File: src/rtl/seg7_scan_decoder.sv
// rtl/seg7_scan_decoder.sv - debounced receive-side decoder for a multiplexed active-low 7-segment bus
//
// Purpose:
//   Samples {seg, dpt, dig_sel} whenever seg_vld is high. Each digit slot
//   keeps its own candidate pattern and a saturating match counter. A slot
//   commits when the counter reaches exactly STABLE_CNT. On commit the
//   candidate is decoded back to a digit value.
//
// Parameters:
//   STABLE_CNT  consecutive identical samples for a slot to commit (1..7)
//
// Configuration macro:
//   SEG7_DECODE_HEX_EN  when defined, the A b C d E F glyphs also decode legally
//
// Ports:
//   clk        rising-edge clock
//   rst_n      asynchronous active-low reset
//   seg_vld    sample strobe for seg/dpt/dig_sel
//   seg[6:0]   segment pattern g..a, 0 = lit
//   dpt        decimal point, 0 = lit
//   dig_sel    slot index 0..3
//   dig_val    committed values, slot k at [4k+3:4k]
//   dig_dp     committed decimal points, 1 = lit
//   dig_err    slot committed an illegal pattern
//   dig_blank  slot committed the all-dark pattern
//   upd        one-cycle commit pulse
//   upd_idx    slot of the most recent commit
module seg7_scan_decoder #(
    parameter int STABLE_CNT = 2
) (
    input  logic        clk,
    input  logic        rst_n,
    input  logic        seg_vld,
    input  logic [6:0]  seg,
    input  logic        dpt,
    input  logic [1:0]  dig_sel,
    output logic [15:0] dig_val,
    output logic [3:0]  dig_dp,
    output logic [3:0]  dig_err,
    output logic [3:0]  dig_blank,
    output logic        upd,
    output logic [1:0]  upd_idx
);

    localparam logic [2:0] STABLE = 3'(STABLE_CNT);

    // Returns {err, blank, value}.
    function automatic logic [5:0] decode(input logic [6:0] pat);
        logic [5:0] r;
        case (pat)
            7'b1000000: r = {2'b00, 4'h0};
            7'b1111001: r = {2'b00, 4'h1};
            7'b0100100: r = {2'b00, 4'h2};
            7'b0110000: r = {2'b00, 4'h3};
            7'b0011001: r = {2'b00, 4'h4};
            7'b0010010: r = {2'b00, 4'h5};
            7'b0000010: r = {2'b00, 4'h6};
            7'b1111000: r = {2'b00, 4'h7};
            7'b0000000: r = {2'b00, 4'h8};
            7'b0010000: r = {2'b00, 4'h9};
`ifdef SEG7_DECODE_HEX_EN
            7'b0001000: r = {2'b00, 4'hA};
            7'b0000011: r = {2'b00, 4'hB};
            7'b1000110: r = {2'b00, 4'hC};
            7'b0100001: r = {2'b00, 4'hD};
            7'b0000110: r = {2'b00, 4'hE};
            7'b0001110: r = {2'b00, 4'hF};
`endif
            7'b1111111: r = {2'b01, 4'h0};
            default:    r = {2'b10, 4'h0};
        endcase
        return r;
    endfunction

    // Stage 1 sample register
    logic        s1_vld_q, s1_vld_d;
    logic [6:0]  s1_seg_q, s1_seg_d;
    logic        s1_dpt_q, s1_dpt_d;
    logic [1:0]  s1_sel_q, s1_sel_d;

    // Stage 2 per-slot debounce state
    logic [7:0]  cand_q [4];
    logic [7:0]  cand_d [4];
    logic [2:0]  cnt_q  [4];
    logic [2:0]  cnt_d  [4];

    // Committed outputs
    logic [15:0] dig_val_q, dig_val_d;
    logic [3:0]  dig_dp_q, dig_dp_d;
    logic [3:0]  dig_err_q, dig_err_d;
    logic [3:0]  dig_blank_q, dig_blank_d;
    logic        upd_q, upd_d;
    logic [1:0]  upd_idx_q, upd_idx_d;

    // Combinational helpers
    logic [7:0]  sample;
    logic [2:0]  new_cnt;
    logic        replaced;
    logic [5:0]  dec;

    always_comb begin
        s1_vld_d    = seg_vld;
        s1_seg_d    = seg_vld ? seg : s1_seg_q;
        s1_dpt_d    = seg_vld ? dpt : s1_dpt_q;
        s1_sel_d    = seg_vld ? dig_sel : s1_sel_q;

        cand_d      = cand_q;
        cnt_d       = cnt_q;
        dig_val_d   = dig_val_q;
        dig_dp_d    = dig_dp_q;
        dig_err_d   = dig_err_q;
        dig_blank_d = dig_blank_q;
        upd_d       = 1'b0;
        upd_idx_d   = upd_idx_q;

        sample      = {s1_seg_q, s1_dpt_q};
        new_cnt     = 3'd0;
        replaced    = 1'b0;
        dec         = decode(s1_seg_q);

        if (s1_vld_q) begin
            if (sample == cand_q[s1_sel_q]) begin
                new_cnt = (cnt_q[s1_sel_q] == 3'd7) ? 3'd7 : cnt_q[s1_sel_q] + 3'd1;
            end else begin
                new_cnt  = 3'd1;
                replaced = 1'b1;
            end
            cand_d[s1_sel_q] = sample;
            cnt_d[s1_sel_q]  = new_cnt;

            // Commit only on the transition into STABLE; a saturated counter
            // sitting at 7 never re-commits even when STABLE_CNT is 7.
            if (new_cnt == STABLE && (replaced || new_cnt != cnt_q[s1_sel_q])) begin
                dig_val_d[{s1_sel_q, 2'b00} +: 4] = dec[3:0];
                dig_dp_d[s1_sel_q]    = ~s1_dpt_q;
                dig_err_d[s1_sel_q]   = dec[5];
                dig_blank_d[s1_sel_q] = dec[4];
                upd_d                 = 1'b1;
                upd_idx_d             = s1_sel_q;
            end
        end
    end

    always_ff @(posedge clk or negedge rst_n) begin
        if (!rst_n) begin
            s1_vld_q    <= 1'b0;
            s1_seg_q    <= 7'h7F;
            s1_dpt_q    <= 1'b1;
            s1_sel_q    <= 2'd0;
            for (int k = 0; k < 4; k++) begin
                cand_q[k] <= 8'hFF;
                cnt_q[k]  <= 3'd0;
            end
            dig_val_q   <= 16'h0000;
            dig_dp_q    <= 4'h0;
            dig_err_q   <= 4'h0;
            dig_blank_q <= 4'hF;
            upd_q       <= 1'b0;
            upd_idx_q   <= 2'd0;
        end else begin
            s1_vld_q    <= s1_vld_d;
            s1_seg_q    <= s1_seg_d;
            s1_dpt_q    <= s1_dpt_d;
            s1_sel_q    <= s1_sel_d;
            cand_q      <= cand_d;
            cnt_q       <= cnt_d;
            dig_val_q   <= dig_val_d;
            dig_dp_q    <= dig_dp_d;
            dig_err_q   <= dig_err_d;
            dig_blank_q <= dig_blank_d;
            upd_q       <= upd_d;
            upd_idx_q   <= upd_idx_d;
        end
    end

    assign dig_val   = dig_val_q;
    assign dig_dp    = dig_dp_q;
    assign dig_err   = dig_err_q;
    assign dig_blank = dig_blank_q;
    assign upd       = upd_q;
    assign upd_idx   = upd_idx_q;

endmodule

File: config.mk
export PLATFORM = sky130hd
export DESIGN_NAME = seg7_scan_decoder
export DESIGN_NICKNAME = d
export VERILOG_FILES = /design/src/rtl/seg7_scan_decoder.sv
export SDC_FILE = /design/constraint.sdc
export NUM_CORES = 1
export LEC_CHECK = 0
export BUFFER_PORTS_ARGS = -buffer_cell sky130_fd_sc_hd__buf_2
export CORE_ASPECT_RATIO = 0.7
export CORE_MARGIN = 2
export CORE_UTILIZATION = 53
export CTS_CLUSTER_DIAMETER = 80
export DETAILED_ROUTE_END_ITERATION = 8
export PLACE_DENSITY_LB_ADDON = 0.15
export SLEW_MARGIN = 20
export SYNTH_ARGS = -nofsm -noshare
export SYNTH_HDL_FRONTEND = slang
export SYNTH_SLANG_ARGS = --single-unit
File: constraint.sdc
create_clock -name clk -period 2.7 [get_ports clk]
set_input_delay 0.135 -clock clk [delete_from_list [all_inputs] [get_ports clk]]
set_output_delay 0.135 -clock clk [all_outputs]
set_load 0.02 [all_outputs]
==> flow_summary.json <==
{
  "outcome": "finished clean",
  "dominantRegCellSynth": "dfstp_2",
  "ios": 44,
  "syn-num-nets": 331,
  "synth_top_family_by_area": "multiplexers",
  "register_area_um2": 2210,
  "post_cts_buffers": 0,
  "p_leak_nw": 2.20,
  "relSlewSlack_pct": 54.4,
  "path_clk_slew_ns": 0.08,
  "drcViolationCount": 0,
  "synth_compound_area_share_pct": 5.26,
  "dp.cells": 453,
  "synth_mux_area_share_pct": 22.7,
  "routedWlPerCell_um": 18.0,
  "synthAdderAreaFrac_pct": 1.53,
  "worstPathArrival_ns": 2.83,
  "antenna_found_initial": 0,
  "busiest_layer": "met2",
  "synthArstFlopShare_pct": 100,
  "path_max_fanout": 15,
  "use_met1_pct": 34.2,
  "drv_slew": 0,
  "pwr_density_cell_nw_per_um2": 709,
  "maxClockFrequency_mhz": 385,
  "timing.final.hold_violations": 0,
  "synth_top_cell_by_area": "dfstp_2",
  "synth-simple-area-share_pct": 11.5,
  "timing.final.crit_share_pct": 96.1,
  "hold_class": "in2reg",
  "syn_area_um2": 4090,
  "fin_skew_ns": 0.0108,
  "finalPower_mw": 3.44,
  "startpoint_type": "flip-flop",
  "synth.area.top_cells": "dfstp_2 (28%), dfrtp_1 (26%), mux2_2 (15%), mux4_2 (6.1%), nand2_1 (2.6%)",
  "setup_viol": 0,
  "netlist_top_cells_count": "mux2_2 (55), dfstp_2 (44), dfrtp_1 (42), nand2_1 (28), o21ai_0 (17)",
  "ys_ff_latch": 86,
  "grt_pass1_vias": 2813,
  "io_buffers": 43,
  "overflow": 0,
  "cts.sinks": 86,
  "cp-end-kind": "flip-flop",
  "yosysWarnings": 0,
  "cp.required_ns": 2.94,
  "cts_buffers": 9,
  "wirelength_um": 8550,
  "fin_nets": 389,
  "track_usage_pct": 22.9,
  "syn_area_per_cell_um2": 13.1,
  "postSynthCellCount": 313,
  "synthMostInstantiatedCell": "mux2_2",
  "clockBufferDepth": 2,
  "clk_latency_ns": 0.35,
  "fin_crit_ns": 2.60,
  "n_antenna_cell": 0,
  "dieArea_um2": 8450,
  "core_um2": 7380,
  "grt_max_degree": 57,
  "fillers": 577,
  "crit_type": "reg2reg",
  "final_layout_size_suffix_gt1_share_pct": 54.0,
  "die_w_um": 109,
  "dr.pass1.iters": 4,
  "grt_pass1_wl_um": 14800,
  "initialDrtViolationCount": 156,
  "gp_congestion": 0.817,
  "start_util_pct": 55.4,
  "area_growth_pct": 18.5,
  "htreeDepth": 3,
  "root_buffer": "clkbuf_8",
  "vdd_drop_max_uv": 484,
  "stdcell_area_um2": 4850,
  "place_hpwl_um": 5940,
  "worst_slew_pin_slew_ns": 0.685,
  "multi_input_area_um2": 1820,
  "postPlaceCellArea_um2": 4520,
  "synth-xor-area-share_pct": 2.11,
  "globalRouteMet3Util_pct": 4.79,
  "use_met2_pct": 34.2,
  "fp-row-count": 26,
  "max-cap-violations": 0,
  "cts_tree": "yes",
  "ys_types": 40,
  "synth_edf_count": 0,
  "synth_top_area_share_pct": 28.2,
  "via_count": 2693,
  "layout.cells.non_filler": 474,
  "vias_per_cell": 5.68,
  "ant_nets": 0,
  "ys_seq_area_share_pct": 53.9,
  "die_h_um": 77.5
}
## repair_timing
| action | 4_1_cts | 5_1_grt |
|---|---|---|
| hold buffers | 5 | 0 |
| resized for setup | 0 | 7 |
| hold endpoints to repair | 27 | 0 |
| endpoints found under the setup margin | 0 | 24 |
## area by class of cell
| type | instances | share of cell area [%] |
|---|---|---|
| clock buffer | 13 | 3.95 |
| clock inverter | 3 | 0.929 |
| inverter | 10 | 0.774 |
| multi-input combinational | 198 | 37.6 |
| sequential | 86 | 45.5 |
| tap | 98 | 2.53 |
| timing repair buffer | 66 | 8.72 |
## report_power, final
| part | internal (mW) | switching, mW |
|---|---|---|
| clock network | 0.570 | 0.462 |
| logic | 0.353 | 0.353 |
| registers | 1.57 | 0.127 |
| total | 2.50 | 0.942 |
## final timing paths
| path | start | end | slack, ns | depth (start not counted) |
|---|---|---|---|---|
| max in group asynchronous | rst_n | dig_blank[3] | 1.56 | 3 |
| min in group asynchronous | rst_n | cnt_q[6] | 0.36 | 2 |
| setup reg to reg | s1_sel_q[0] | dig_val[3] | 0.10 | 8 |
| setup / recovery | s1_sel_q[0] | dig_val[3] | 0.10 | 8 |
| hold reg to reg | cand_q[25] | cand_q[25] | 0.48 | 2 |
| hold / removal | seg[3] | s1_seg_q[3] | 0.01 | 2 |
## flip-flops by register name, summed over array words and instances, names as in the netlist
| signal | cells |
|---|---|
| dig_dp | 4 |
| upd | 1 |
| dig_val | 16 |
| s1_sel_q | 2 |
| dig_blank | 4 |
| s1_dpt_q | 1 |
| cand_q | 32 |
| dig_err | 4 |
| s1_seg_q | 7 |
| upd_idx | 2 |
| cnt_q | 12 |
| s1_vld_q | 1 |
## placed cells by master, fill, tap and decap left out, types with 2 or more instances in the layout
| cell | n |
|---|---|
| xnor2_2 | 4 |
| nor4b_1 | 4 |
| dfstp_2 | 44 |
| nor4_4 | 4 |
| o21ai_0 | 17 |
| dfrtp_1 | 42 |
| ha_1 | 4 |
| mux4_2 | 11 |
| mux2i_1 | 5 |
| buf_4 | 16 |
| nor3_1 | 7 |
| nand3_1 | 5 |
| buf_6 | 2 |
| inv_1 | 10 |
| xnor2_1 | 5 |
| dlygate4sd3_1 | 5 |
| a21oi_1 | 2 |
| nand2_1 | 28 |
| buf_2 | 42 |
| nor2_1 | 14 |
| nor2b_1 | 3 |
| clkbuf_8 | 10 |
| a21o_1 | 4 |
| clkbuf_16 | 2 |
| or3_1 | 2 |
| mux2_2 | 55 |
| o41ai_1 | 4 |
## through the flow
step | worst slack (ns) | TNS, ns | hold slack (ns) | util, %
after detailed placement | 0.0882 | 0 | 0.223 | 61.3
after global placement | 0.121 | 0 | 0.220 | 61.3
after floorplan | -0.0112 | -0.0448 | -0.161 | -
after CTS | 0.0725 | 0 | 0.00114 | 65.1
after global routing | -0.000391 | -0.000391 | 0.00629 | 65.7
final | 0.104 | 0 | 0.0142 | 65.7
## worst max-delay path: stages (launching register included)
cell	delay, ns
dfrtp_1	0.39
buf_12	0.17
mux4_2	0.52
xnor2_1	0.19
nand4_2	0.11
buf_4	0.23
nor4_4	0.29
buf_4	0.22
mux2_2	0.35
## cells by family after synthesis
kind of cell               count (synthesis)
buffers and inverters                     29
adders and majority gates                  5
DFF                                       86
muxes                                     72
and+or+nand+nor                           79
AOI/OAI and AO/OA                         33
xor gates and xnor gates                   9
## layer usage
layer / share of wire (%) / wire length (um)
met1: 47 / 3980
met4: 1.0 / 88
met3: 6.1 / 518
met5: 0 / 0
met2: 46 / 3970
(Power assumes the default switching activity.)
